<file path="config.mk">
export PLATFORM = sky130hd
export DESIGN_NAME = alu_bist
export DESIGN_NICKNAME = d
export VERILOG_FILES = /design/src/rtl/alu_bist.sv
export SDC_FILE = /design/constraint.sdc
export NUM_CORES = 1
export LEC_CHECK = 0
export ABC_AREA = 1
export CORE_UTILIZATION = 30
export DETAILED_ROUTE_END_ITERATION = 10
export GPL_TIMING_DRIVEN = 0
export MAX_ROUTING_LAYER = met4
export PLACE_DENSITY = 0.44
export SYNTH_ARGS = -nofsm -noshare
export SYNTH_HDL_FRONTEND = slang
export SYNTH_SLANG_ARGS = --single-unit
</file>
<file path="constraint.sdc">
create_clock -name CLK -period 11.1 [get_ports CLK]
set_input_delay 1.665 -clock CLK [delete_from_list [all_inputs] [get_ports CLK]]
set_output_delay 1.665 -clock CLK [all_outputs]
set_load 0.01 [all_outputs]
</file>
<file path="src/rtl/alu_bist.sv">
// Built-in self-test engine for the ALU. It sweeps every ALU operation over four
// corner vectors and then LFSR vectors, and checks each response against an
// internal golden model. It counts mismatches and captures the first failure.
module alu_bist #(
    parameter int unsigned NUM_VECTORS = 256,
    parameter logic [31:0] SEED        = 32'hACE12468,
    parameter int unsigned ERR_W       = 16
) (
    input  logic              CLK,
    input  logic              nRST,
    input  logic              start,
    output logic [31:0]       port_a,
    output logic [31:0]       port_b,
    output logic [3:0]        alu_op,
    input  logic [31:0]       result,
    input  logic              negative,
    input  logic              overflow,
    input  logic              zero,
    output logic              busy,
    output logic              done,
    output logic              pass,
    output logic [ERR_W-1:0]  err_count,
    output logic [3:0]        fail_op,
    output logic [31:0]       fail_a,
    output logic [31:0]       fail_b
);

    localparam int unsigned WORD_W = 32;
    localparam int unsigned OP_W   = 4;
    localparam int unsigned VEC_W  = 16;

    localparam logic [OP_W-1:0] ALU_SLL  = 4'b0000;
    localparam logic [OP_W-1:0] ALU_SRL  = 4'b0001;
    localparam logic [OP_W-1:0] ALU_ADD  = 4'b0010;
    localparam logic [OP_W-1:0] ALU_SUB  = 4'b0011;
    localparam logic [OP_W-1:0] ALU_AND  = 4'b0100;
    localparam logic [OP_W-1:0] ALU_OR   = 4'b0101;
    localparam logic [OP_W-1:0] ALU_XOR  = 4'b0110;
    localparam logic [OP_W-1:0] ALU_NOR  = 4'b0111;
    localparam logic [OP_W-1:0] ALU_SLT  = 4'b1010;
    localparam logic [OP_W-1:0] ALU_SLTU = 4'b1011;

    localparam logic [WORD_W-1:0] LFSR_TAPS = 32'h80200003;
    localparam logic [WORD_W-1:0] B_MASK    = 32'h5A5A5A5A;
    localparam logic [VEC_W-1:0]  LAST_VEC  = VEC_W'(NUM_VECTORS - 1);
    localparam logic [VEC_W-1:0]  NUM_CORNER = VEC_W'(4);

    typedef enum logic [1:0] {
        S_IDLE = 2'd0,
        S_RUN  = 2'd1,
        S_DONE = 2'd2
    } state_t;

    state_t state, state_nxt;

    logic [VEC_W-1:0]  vec, vec_nxt;
    logic [WORD_W-1:0] lfsr, lfsr_nxt;

    logic [WORD_W-1:0] port_a_nxt, port_b_nxt;
    logic [OP_W-1:0]   alu_op_nxt;
    logic              busy_nxt, done_nxt, pass_nxt;
    logic [ERR_W-1:0]  err_count_nxt;
    logic [OP_W-1:0]   fail_op_nxt;
    logic [WORD_W-1:0] fail_a_nxt, fail_b_nxt;

    logic [WORD_W-1:0] exp_res;
    logic              exp_ovf;
    logic              chk_ovf;
    logic              mismatch_c;

    logic              last_vec_c;
    logic              final_c;
    logic [VEC_W-1:0]  nv_vec;
    logic [OP_W-1:0]   nv_op;
    logic [WORD_W-1:0] nv_a, nv_b, nv_lfsr;

    // Galois LFSR step, shifting right
    function automatic logic [WORD_W-1:0] lfsr_step(input logic [WORD_W-1:0] l);
        return (l >> 1) ^ (l[0] ? LFSR_TAPS : '0);
    endfunction

    // Fixed sweep order over the ALU operations
    function automatic logic [OP_W-1:0] next_op(input logic [OP_W-1:0] op);
        logic [OP_W-1:0] n;
        case (op)
            ALU_SLL: n = ALU_SRL;
            ALU_SRL: n = ALU_ADD;
            ALU_ADD: n = ALU_SUB;
            ALU_SUB: n = ALU_AND;
            ALU_AND: n = ALU_OR;
            ALU_OR:  n = ALU_XOR;
            ALU_XOR: n = ALU_NOR;
            ALU_NOR: n = ALU_SLT;
            default: n = ALU_SLTU;
        endcase
        return n;
    endfunction

    // Golden model of the vector currently driven onto the ALU
    always_comb begin
        exp_res = '0;
        exp_ovf = 1'b0;
        chk_ovf = 1'b0;
        case (alu_op)
            ALU_SLL:  exp_res = port_a << port_b[4:0];
            ALU_SRL:  exp_res = port_a >> port_b[4:0];
            ALU_ADD: begin
                exp_res = port_a + port_b;
                exp_ovf = (port_a[31] == port_b[31]) && (exp_res[31] != port_a[31]);
                chk_ovf = 1'b1;
            end
            ALU_SUB: begin
                exp_res = port_a - port_b;
                exp_ovf = (port_a[31] != port_b[31]) && (exp_res[31] != port_a[31]);
                chk_ovf = 1'b1;
            end
            ALU_AND:  exp_res = port_a & port_b;
            ALU_OR:   exp_res = port_a | port_b;
            ALU_XOR:  exp_res = port_a ^ port_b;
            ALU_NOR:  exp_res = ~(port_a | port_b);
            ALU_SLT:  exp_res = {31'd0, ($signed(port_a) < $signed(port_b))};
            ALU_SLTU: exp_res = {31'd0, (port_a < port_b)};
            default:  exp_res = '0;
        endcase
        mismatch_c = (result != exp_res)
                  || (negative != exp_res[31])
                  || (zero != (exp_res == '0))
                  || (chk_ovf && (overflow != exp_ovf));
    end

    // Next vector: corner table for the first four, LFSR-derived afterwards
    always_comb begin
        last_vec_c = (vec == LAST_VEC);
        final_c    = (state == S_RUN) && last_vec_c && (alu_op == ALU_SLTU);
        nv_vec     = last_vec_c ? '0 : vec + VEC_W'(1);
        nv_op      = last_vec_c ? next_op(alu_op) : alu_op;
        nv_lfsr    = last_vec_c ? SEED : lfsr;
        nv_a       = '0;
        nv_b       = '0;
        if (nv_vec >= NUM_CORNER) begin
            nv_a    = nv_lfsr;
            nv_b    = {nv_lfsr[15:0], nv_lfsr[31:16]} ^ B_MASK;
            nv_lfsr = lfsr_step(nv_lfsr);
        end else begin
            case (nv_vec[1:0])
                2'd0: begin nv_a = 32'h00000000; nv_b = 32'h00000000; end
                2'd1: begin nv_a = 32'hFFFFFFFF; nv_b = 32'h00000001; end
                2'd2: begin nv_a = 32'h7FFFFFFF; nv_b = 32'h00000001; end
                default: begin nv_a = 32'h80000000; nv_b = 32'hFFFFFFFF; end
            endcase
        end
    end

    // State register
    always_ff @(posedge CLK or negedge nRST) begin
        if (!nRST) begin
            state <= S_IDLE;
        end else begin
            state <= state_nxt;
        end
    end

    // Next-state logic
    always_comb begin
        state_nxt = state;
        case (state)
            S_IDLE:  if (start) state_nxt = S_RUN;
            S_RUN:   if (final_c) state_nxt = S_DONE;
            S_DONE:  if (start) state_nxt = S_RUN;
            default: state_nxt = S_IDLE;
        endcase
    end

    // Output logic: next values of the datapath and status registers
    always_comb begin
        port_a_nxt    = port_a;
        port_b_nxt    = port_b;
        alu_op_nxt    = alu_op;
        vec_nxt       = vec;
        lfsr_nxt      = lfsr;
        busy_nxt      = busy;
        done_nxt      = done;
        pass_nxt      = pass;
        err_count_nxt = err_count;
        fail_op_nxt   = fail_op;
        fail_a_nxt    = fail_a;
        fail_b_nxt    = fail_b;
        case (state)
            S_IDLE, S_DONE: begin
                if (start) begin
                    port_a_nxt    = '0;
                    port_b_nxt    = '0;
                    alu_op_nxt    = ALU_SLL;
                    vec_nxt       = '0;
                    lfsr_nxt      = SEED;
                    busy_nxt      = 1'b1;
                    done_nxt      = 1'b0;
                    pass_nxt      = 1'b0;
                    err_count_nxt = '0;
                    fail_op_nxt   = '0;
                    fail_a_nxt    = '0;
                    fail_b_nxt    = '0;
                end
            end
            S_RUN: begin
                if (mismatch_c) begin
                    if (err_count != '1) begin
                        err_count_nxt = err_count + ERR_W'(1);
                    end
                    if (err_count == '0) begin
                        fail_op_nxt = alu_op;
                        fail_a_nxt  = port_a;
                        fail_b_nxt  = port_b;
                    end
                end
                if (final_c) begin
                    busy_nxt = 1'b0;
                    done_nxt = 1'b1;
                    pass_nxt = (err_count_nxt == '0);
                end else begin
                    port_a_nxt = nv_a;
                    port_b_nxt = nv_b;
                    alu_op_nxt = nv_op;
                    vec_nxt    = nv_vec;
                    lfsr_nxt   = nv_lfsr;
                end
            end
            default: begin
                busy_nxt = 1'b0;
            end
        endcase
    end

    // Datapath and status registers
    always_ff @(posedge CLK or negedge nRST) begin
        if (!nRST) begin
            port_a    <= '0;
            port_b    <= '0;
            alu_op    <= '0;
            vec       <= '0;
            lfsr      <= SEED;
            busy      <= 1'b0;
            done      <= 1'b0;
            pass      <= 1'b0;
            err_count <= '0;
            fail_op   <= '0;
            fail_a    <= '0;
            fail_b    <= '0;
        end else begin
            port_a    <= port_a_nxt;
            port_b    <= port_b_nxt;
            alu_op    <= alu_op_nxt;
            vec       <= vec_nxt;
            lfsr      <= lfsr_nxt;
            busy      <= busy_nxt;
            done      <= done_nxt;
            pass      <= pass_nxt;
            err_count <= err_count_nxt;
            fail_op   <= fail_op_nxt;
            fail_a    <= fail_a_nxt;
            fail_b    <= fail_b_nxt;
        end
    end

endmodule
</file>
## Yosys cells after proc, flatten, opt, wreduce, memory -nomap -nowiden

Memory sizes are Yosys's and may differ from the RTL's.
Index checks and enable logic that the tools add are counted.

- Add/sub/neg operators: 4
- Magnitude comparators: 3
- Eq/ne operators: 29
- Shifts and indexed selects: 2
- Muxes and demuxes: 51
- Bitwise logic cells: 6
- Reductions and logical operators: 24

Operators with widths:

| kind | number |
|---|---|
| $mux W32 | 14 |
| $pmux W32 S2 | 6 |
| $pmux W32 S10 | 1 |
| $mux W16 | 6 |
| $pmux W32 S3 | 1 |
| $lt A32 B32 Y1 | 2 |
| $pmux W16 S2 | 2 |
| $add A16 B1 Y16 const B | 2 |
| $add A32 B32 Y32 | 1 |
| $and A32 B32 Y32 | 1 |
| $logic_not A16 Y1 | 2 |
| $logic_not A32 Y1 | 1 |
| $ne A32 B32 Y1 | 1 |
| $not A32 Y32 | 1 |
| $or A32 B32 Y32 | 1 |
| $shl A32 B5 Y32 | 1 |
| $shr A32 B5 Y32 | 1 |
| $sub A32 B32 Y32 | 1 |
| $xor A31 B32 Y32 | 1 |
| $xor A32 B32 Y32 | 1 |
| $mux W4 | 6 |
| $eq A16 B8 Y1 const B | 1 |
| $eq A4 B3 Y1 const B | 4 |
| $ge A16 B3 Y1 const B | 1 |
| other kinds (25) | 60 |

- Bits in registers: 205
- Bits in read-only memories: 32
- Input bits: 38
- Output and inout port bits: 155
- Word-level logic and storage cells: 133
- Memories kept: 1

Memory list:

| name | words | width | read ports | clocked after Yosys merged registers in | wr ports | RTL line | source |
|---|---|---|---|---|---|---|---|
| (no name shown) | 8 | 4 | 1 | 0 | 0 | 85 | `case (op)` |

## Depth between registers and ports, before layout

Gate-level depths: netlist of the first run.

- Word-level depth: 12
- Depth in mapped cells: 36
- Mapped depth without buffers: 32

## Worst setup path before layout of the first run

OpenSTA, ideal clock, no wires.

- Path type: register to register
- Start: register port_b[3]
- End: register fail_a[23]
- Setup time: 0.117 ns
- Arrival time: 3.583 ns
- Required time: 10.983 ns
- Setup slack: 7.400 ns
- Stages on the path, launching flop included: 31
- Path buffers: 6
- Period minus slack after synthesis: 3.700 ns
- Cell sequence: dfrtp_1 > clkbuf_1 > inv_2 > buf_2 > buf_2 > ha_1 > buf_2 > nor2_1 > nand2_1 > inv_1 > nand2_1 > nand2_1 > nand2_1 > nand2_1 > nand2_1 > nand2_1 > nand2_1 > nand3_2 > nand3_1 > nor2_1 > nand2_1 > nor2_2 > nand4_1 > nand2_4 > nand3_4 > nand4_4 > nand2_4 > buf_6 > buf_6 > nand3_2 > nand2_1

- Longest elaborated chain between the ends: 9
- Elaborated cells on any way between the ends: 27
- Those cells by class: add/sub (2); order compare (2); eq/ne (7); shift (2); mux (2); bitwise (4); reduce/logical (8)

Ends and longest elaborated chain:

| element | RTL line | source |
|---|---|---|
| start: declaration | 13 | `output logic [31:0] port_b,` |
| start signal: assignment | 251 | `port_b <= port_b_nxt;` |
| parallel branches: the longest is 6 deep, another holds $sub A32 B32 Y32 | n/a |  |
| $logic_or A1 B1 Y1 (*) | 128 | `\|\| (chk_ovf && (overflow != exp_ovf));` |
| $ne A2 B2 Y1 (no line) (*) | n/a |  |
| $reduce_and A4 Y1 (no line) (*) | n/a |  |
| end signal: assignment | 260 | `fail_a <= fail_a_nxt;` |
| end: declaration | 24 | `output logic [31:0] fail_a,` |

Every way passes the cells marked *.
A chain may end at the register's enable or synchronous reset.

## Worst setup path after layout of the first run

- Start: register port_a[31]
- End: register fail_a[31]

- Longest elaborated chain between the ends: 9
- Elaborated cells on any way between the ends: 32
- Those cells by class: add/sub (2); order compare (2); eq/ne (9); shift (2); mux (5); bitwise (4); reduce/logical (8)

Ends and longest elaborated chain:

| element | RTL line | source |
|---|---|---|
| start: declaration | 12 | `output logic [31:0] port_a,` |
| start signal: assignment | 250 | `port_a <= port_a_nxt;` |
| parallel branches: the longest is 9 deep, another holds $sub A32 B32 Y32 | n/a |  |

Several ways; the timed one is not identified. The select of a mux whose other input is x is not followed.

==> results of run 1 <==
flip-flops by register name, summed over array words and instances (netlist names):
name / flops
busy: 1
pass: 1
vec: 16
alu_op: 4
done: 1
err_count: 16
fail_a: 32
fail_op: 4
port_a: 32
port_b: 32
fail_b: 32
state: 2
lfsr: 32
placed cells by master (no fill, tap or decap), types with 3 or more instances in the layout:
master           synthesis  layout
clkbuf_8                 0       6
o31ai_1                  7       7
dfstp_2                 13      13
buf_6                   17      17
inv_2                   10      10
nor2_2                  19      19
nand2_2                  4       4
nand3_1                689     689
clkdlybuf4s50_1          0     191
inv_1                  472     472
xor2_1                  13      13
o21bai_1                 6       6
buf_1                   15      15
a21oi_1                 92      92
nand2_4                  3       3
o211ai_1                 6       6
buf_2                   67      67
and2_1                   9       9
nor3_1                  22      22
o21ai_0                 76      76
clkbuf_16                0      23
o22ai_1                115     115
nand2_1                985     985
nand3b_1                 5       5
o21ai_1                 12      12
nor4_1                   4       4
dfrtp_1                192     192
buf_4                   12      12
nor2_4                   3       3
nand4_1                 73      73
or2_2                   13      13
clkbuf_1                54      59
ha_1                   106     106
xnor2_1                  3       3
and3_1                   3       3
nor2_1                 305     305
nand3_2                 13      13
cells in the mapped netlist, types with 3 or more instances:
cell        n  area [um^2]
nor2_2     19          119
inv_2      10         37.5
nand3_1   689         3450
nand4_1    73          457
ha_1      106         1330
buf_4      12         90.1
o21bai_1    6         45.0
nand3b_1    5         37.5
nand2_2     4         25.0
o21ai_1    12         60.1
a21oi_1    92          460
inv_1     472         1770
buf_1      15         56.3
nand3_2    13          130
and2_1      9         56.3
xnor2_1     3         26.3
xor2_1     13          114
nor2_1    305         1140
buf_6      17          191
dfrtp_1   192         4800
nor3_1     22          110
dfstp_2    13          342
clkbuf_1   54          203
o22ai_1   115          719
nand2_1   985         3700
and3_1      3         18.8
nor4_1      4         25.0
o211ai_1    6         45.0
nand2_4     3         33.8
buf_2      67          335
or2_2      13         81.3
o21ai_0    76          380
nor2_4      3         33.8
o31ai_1     7         52.6
cell families (layout without fill, tap and decap cells):
family / after synthesis / after routing / share of synthesized area [%]
compound gates: 325 / 325 / 8.96
flops: 205 / 205 / 24.8
xor+xnor: 16 / 16 / 0.675
buf+inv: 651 / 882 / 13.0
mux: 2 / 2 / 0.108
simple gates: 2159 / 2159 / 45.9
other cells: 0 / 1 / 0
fa+ha+maj: 108 / 108 / 6.58
critical path: cells and delay by family, from the launching register on:
family	cells	cell delay, ns
AND/OR/NAND/NOR	15	2.17
buffers and inverters	4	1.56
flip-flops	1	0.97
AO/OA/AOI/OAI	3	0.89
adder cells (fa/ha/maj)	1	0.42
cell type report:
cell class                 instances  area, um^2  area share (%)
antenna                            1        2.50          0.0102
buffer                           166         881            3.58
clock buffer                      34         677            2.75
clock inverter                     4        72.6           0.295
inverter                         485        1820            7.40
multi-input combinational       2610       12900            52.4
sequential                       205        5150            20.9
tap                              931        1160            4.73
timing repair buffer             193        1950            7.93
per-layer routing:
metal / up-vias / part of all wire (%) / global-route usage, %
met4: 0 / 4.0 / 11.5
li1: 11700 / - / -
met1: 12000 / 43 / 46.1
met2: 1172 / 45 / 54.5
met5: - / 0 / -
met3: 171 / 7.5 / 3.78
path summary, 6_finish.rpt:
path / to / cells after the start / slack, ns
setup / recovery: fail_a[31] / 23 / 4.96
hold / removal: lfsr[31] / 2 / 0.49
setup reg to reg: fail_a[31] / 23 / 4.96
hold reg to reg: lfsr[31] / 2 / 0.49
max in group asynchronous: port_b[18] / 2 / 8.86
min in group asynchronous: vec[14] / 1 / 1.16
per-stage QoR:
stage / std cells / hold WS, ns / TNS, ns / utilization (%)
2_1_floorplan: 3466 / 0.448 / 0 / -
3_3_place_gp: 4589 / 0.472 / -212.19 / 34.8
3_5_place_dp: 4590 / 0.471 / 0 / 34.8
4_1_cts: 4628 / 0.486 / 0 / 35.9
5_1_grt: 4629 / 0.505 / 0 / 35.9
6_report: 4629 / 0.491 / 0 / 35.9
==> impl_metrics.csv, run 1 <==
group,metric,value,unit
final_layout,nFillCells,7803,
timing,fmax,0.163,GHz
timing,rsz0062_at_grt,"no",
yosys,syn-num-nets,3612,
yosys,seq_area_frac_synth,24.8,%
placed_design,dp_worst_setup_slack,5.28,ns
min_path,hp-class,"reg -> reg",
placed_design,post-dp-hpwl,98.1,mm
timing,min_period,6.14,ns
final_layout,drive_gt1_share,6.00,%
timing,worst_slack,4.96,ns
die,fp.dieH,265,um
drt,viasPerCell,5.40,
die,core-area,68600,um^2
yosys,synth_area,20800,um^2
drt,first_pass_iters,6,
grt,grt.overflow.total,0,
clock_network,worstSkewPairLatency,0.53,ns
drt,drt_iter0_markers,2878,
timing,slew_viol_final,0,
final_layout,fin_area,24600,um^2
yosys,synth.distinct_cells,55,
drt,drc_errors,0,
critical_path,cp.required,11.55,ns
critical_path,crit_arrival,6.59,ns
placed_design,place.gp.congestion,1.02,
yosys,ys_async_sr_fraction,100,%
critical_path,crit_path_start,"port_a[31]",
yosys,synth-edff-count,0,
run_status,status,"completed",
yosys,syn_avg_cell_area,5.99,um^2
grt,track_usage,34.6,%
critical_path,r2r-start,"port_a[31]",
clock_network,path_clk_slew,0.07,ns
die,rows,96,
clock_network,cts_setup_buffers,0,
final_layout,area_growth,18.6,%
timing,hold_viol,0,
die,dieArea,70300,um^2
drt,ant_nets,0,
timing,relSlewSlack,27.0,%
critical_path,crit_path_cell_trace,"inv_1 -> ha_1 -> clkbuf_1 -> o21bai_1 -> a21oi_1 -> nand2_1 -> a21oi_1 -> nand3_1 -> nand3_1 -> nand2_1 -> nor2_1 -> nand2_1 -> nor2_2 -> nand3_1 -> nand2_1 -> nand2_4 -> nand3_4 -> nand4_4 -> nand2_4 -> buf_6 -> buf_6 -> nand3_1 -> nand2_1",
drt,vias,25000,
clock_network,cts_tree,"done",
placed_design,io_buffer_count,192,
die,pin_count,193,
timing,finalClockSkew,0.0191,ns
critical_path,criticalPathCategory,"reg -> reg",
clock_network,cts_max_path_buffers,3,
critical_path,start_kind,"register",
grt,antenna_found_initial,1,
yosys,ys_warn_count,0,
clock_network,numCtsBuffers,22,
grt,first_global_vias,23200,
grt,grt_pass1_wl,171,mm
clock_network,clock_sinks,205,
clock_network,htreeDepth,1,
min_path,worst_hold_startpoint,"lfsr[31]",
flow_run,drv_cap,0,
grt,grt_max_degree,111,
die,die_x,265,um
placed_design,dpl-instance-area,23900,um^2
drt,drt-total-wl,121,mm
critical_path,path_max_fanout,10,
die,initial_core_util,30.3,%
critical_path,endpoint_kind,"register",
timing,setup-violations-final,0,
timing,tightestPinTransition,1.09,ns
final_layout,final_net_count,3829,
yosys,synth-main-ff-cell,"dfrtp_1",
drt,wl_per_cell,26.1,um
critical_path,slowest_delay,0.97,ns
clock_network,clock-root-buffer,"clkbuf_16",
timing,fin_crit_sh,55.3,%
critical_path,cpMostUsedCell,"nand2_1",
yosys,synth_seq_cells,205,
critical_path,cp_slowest_cell,"dfrtp_1",
clock_network,hold_buffers,0,
yosys,netlist_instances,3466,
clock_network,cts_resized,0,
Power of run 1 is not shown: default switching activity piles up to over one toggle a cycle in this logic, so the estimate is an artifact.
==> run 2: changes to the inputs <==
clock period = 5.9 ns   (was 11.1 ns; I/O delays follow)
==> impl_metrics.csv, run 2 (same netlist as run 1, synthesis figures left out) <==
group,metric,value,unit
timing,fmax,0.175,GHz
drt,viasPerCell,5.38,
placed_design,place.gp.congestion,1.02,
clock_network,numCtsBuffers,22,
clock_network,hold_buffers,0,
timing,rsz0062_at_grt,"no",
drt,vias,24900,
grt,first_global_vias,23200,
grt,grt.overflow.total,0,
die,initial_core_util,30.3,%
drt,drt-total-wl,121,mm
grt,grtUsageMet1,46.1,%
clock_network,cts_tree,"done",
timing,hold_viol,0,
run_status,status,"completed",
timing,fin_crit_sh,96.8,%
critical_path,criticalPathCategory,"reg -> reg",
drt,wl_per_cell,26.1,um
timing,slew_viol_final,0,
critical_path,endpoint_kind,"register",
critical_path,start_kind,"register",
grt,track_usage,34.6,%
die,pin_count,193,
placed_design,post-dp-hpwl,98.1,mm
clock_network,path_clk_slew,0.06,ns
clock_network,cts_setup_buffers,0,
drt,ant_nets,0,
timing,min_period,5.71,ns
grt,grt.busiest_layer,"met2",
flow_run,drv_cap,0,
clock_network,cts_max_path_buffers,3,
die,rows,96,
critical_path,path_max_fanout,10,
drt,first_pass_iters,6,
timing,setup-violations-final,0,
timing,finalClockSkew,0.0208,ns
clock_network,clock_sinks,205,
die,die_x,265,um
placed_design,io_buffer_count,192,
grt,grt_max_degree,111,
final_layout,final_net_count,3828,
clock_network,worstSkewPairLatency,0.53,ns
clock_network,clock-root-buffer,"clkbuf_16",
timing,relSlewSlack,30.5,%
timing,holdWs,0.355,ns
final_layout,stdcell_count,4628,
placed_design,place_inst,4590,
final_layout,area_growth,18.7,%
grt,antenna_found_initial,1,
critical_path,cp.required,6.36,ns
clock_network,cts_resized,0,
final_layout,mostFrequentLayoutCells,"985 x nand2_1, 689 x nand3_1, 472 x inv_1",
critical_path,r2r_cells,23,
final_layout,drive_gt1_share,6.03,%
critical_path,crit_arrival,6.17,ns
drt,drt_iter0_markers,3046,
min_path,hp-class,"in -> async",
grt,use_met3,3.78,%
final_layout,layout_commonest_cell,"nand2_1",
grt,grt_util_met2,54.5,%
die,core-area,68600,um^2
die,fp.dieH,265,um
drt,drc_errors,0,
die,dieArea,70300,um^2
clock_network,htreeDepth,1,
timing,finalSetupTns,0,ns
grt,grt_pass1_wl,171,mm
timing,tightestPinTransition,1.04,ns
run 2: cell type report:
type	instances	area (um^2)
Sequential cell	205	5150
Antenna cell	1	2.50
Clock buffer	34	677
Inverter	485	1820
Fill cell	7800	43900
Timing Repair Buffer	193	1950
Buffer	165	880
Multi-Input combinational cell	2610	12900
Tap cell	931	1160
Clock inverter	4	72.6
run 2: stage by stage:
stage,cell area [um^2],setup WS (ns),utilization (%)
global route,24600,0.0117,35.9
detailed placement,23900,0.0750,34.8
floorplan,20800,2.20,-
global placement,23800,-5.57,34.8
finish,24600,0.189,35.9
CTS,24600,0.0614,35.9
run 2: final timing paths:
check / slack [ns] / endpoint / start
setup / recovery: 0.19 / fail_a[31] / port_a[31]
hold / removal: 0.36 / vec[14] / nRST
setup reg to reg: 0.19 / fail_a[31] / port_a[31]
hold reg to reg: 0.49 / busy / state[0]
max in group asynchronous: 4.48 / port_b[18] / nRST
min in group CLK: 0.49 / busy / state[0]
run 2: worst max-delay path, stage by stage, from the launching register on:
cell      delay [ns]
dfrtp_2         0.70
inv_1           0.34
ha_1            0.37
clkbuf_1        0.73
o21bai_1        0.31
a21oi_1         0.19
nand2_1         0.07
a21oi_1         0.40
nand3_1         0.14
nand3_1         0.19
nand2_1         0.08
nor2_1          0.09
nand2_1         0.08
nor2_2          0.23
nand3_1         0.11
nand2_1         0.11
nand2_4         0.16
nand3_4         0.23
nand4_4         0.25
nand2_4         0.25
buf_6           0.21
buf_6           0.17
nand3_1         0.09
nand2_1         0.09
run 2: per-layer routing:
metal / vias to the layer above / part of all wire (%)
li1: 11700 / -
met1: 11900 / 44
met2: 1169 / 45
met3: 191 / 7.3
met4: 0 / 4.0
met5: - / 0
Power of run 2 is left out for the same reason.
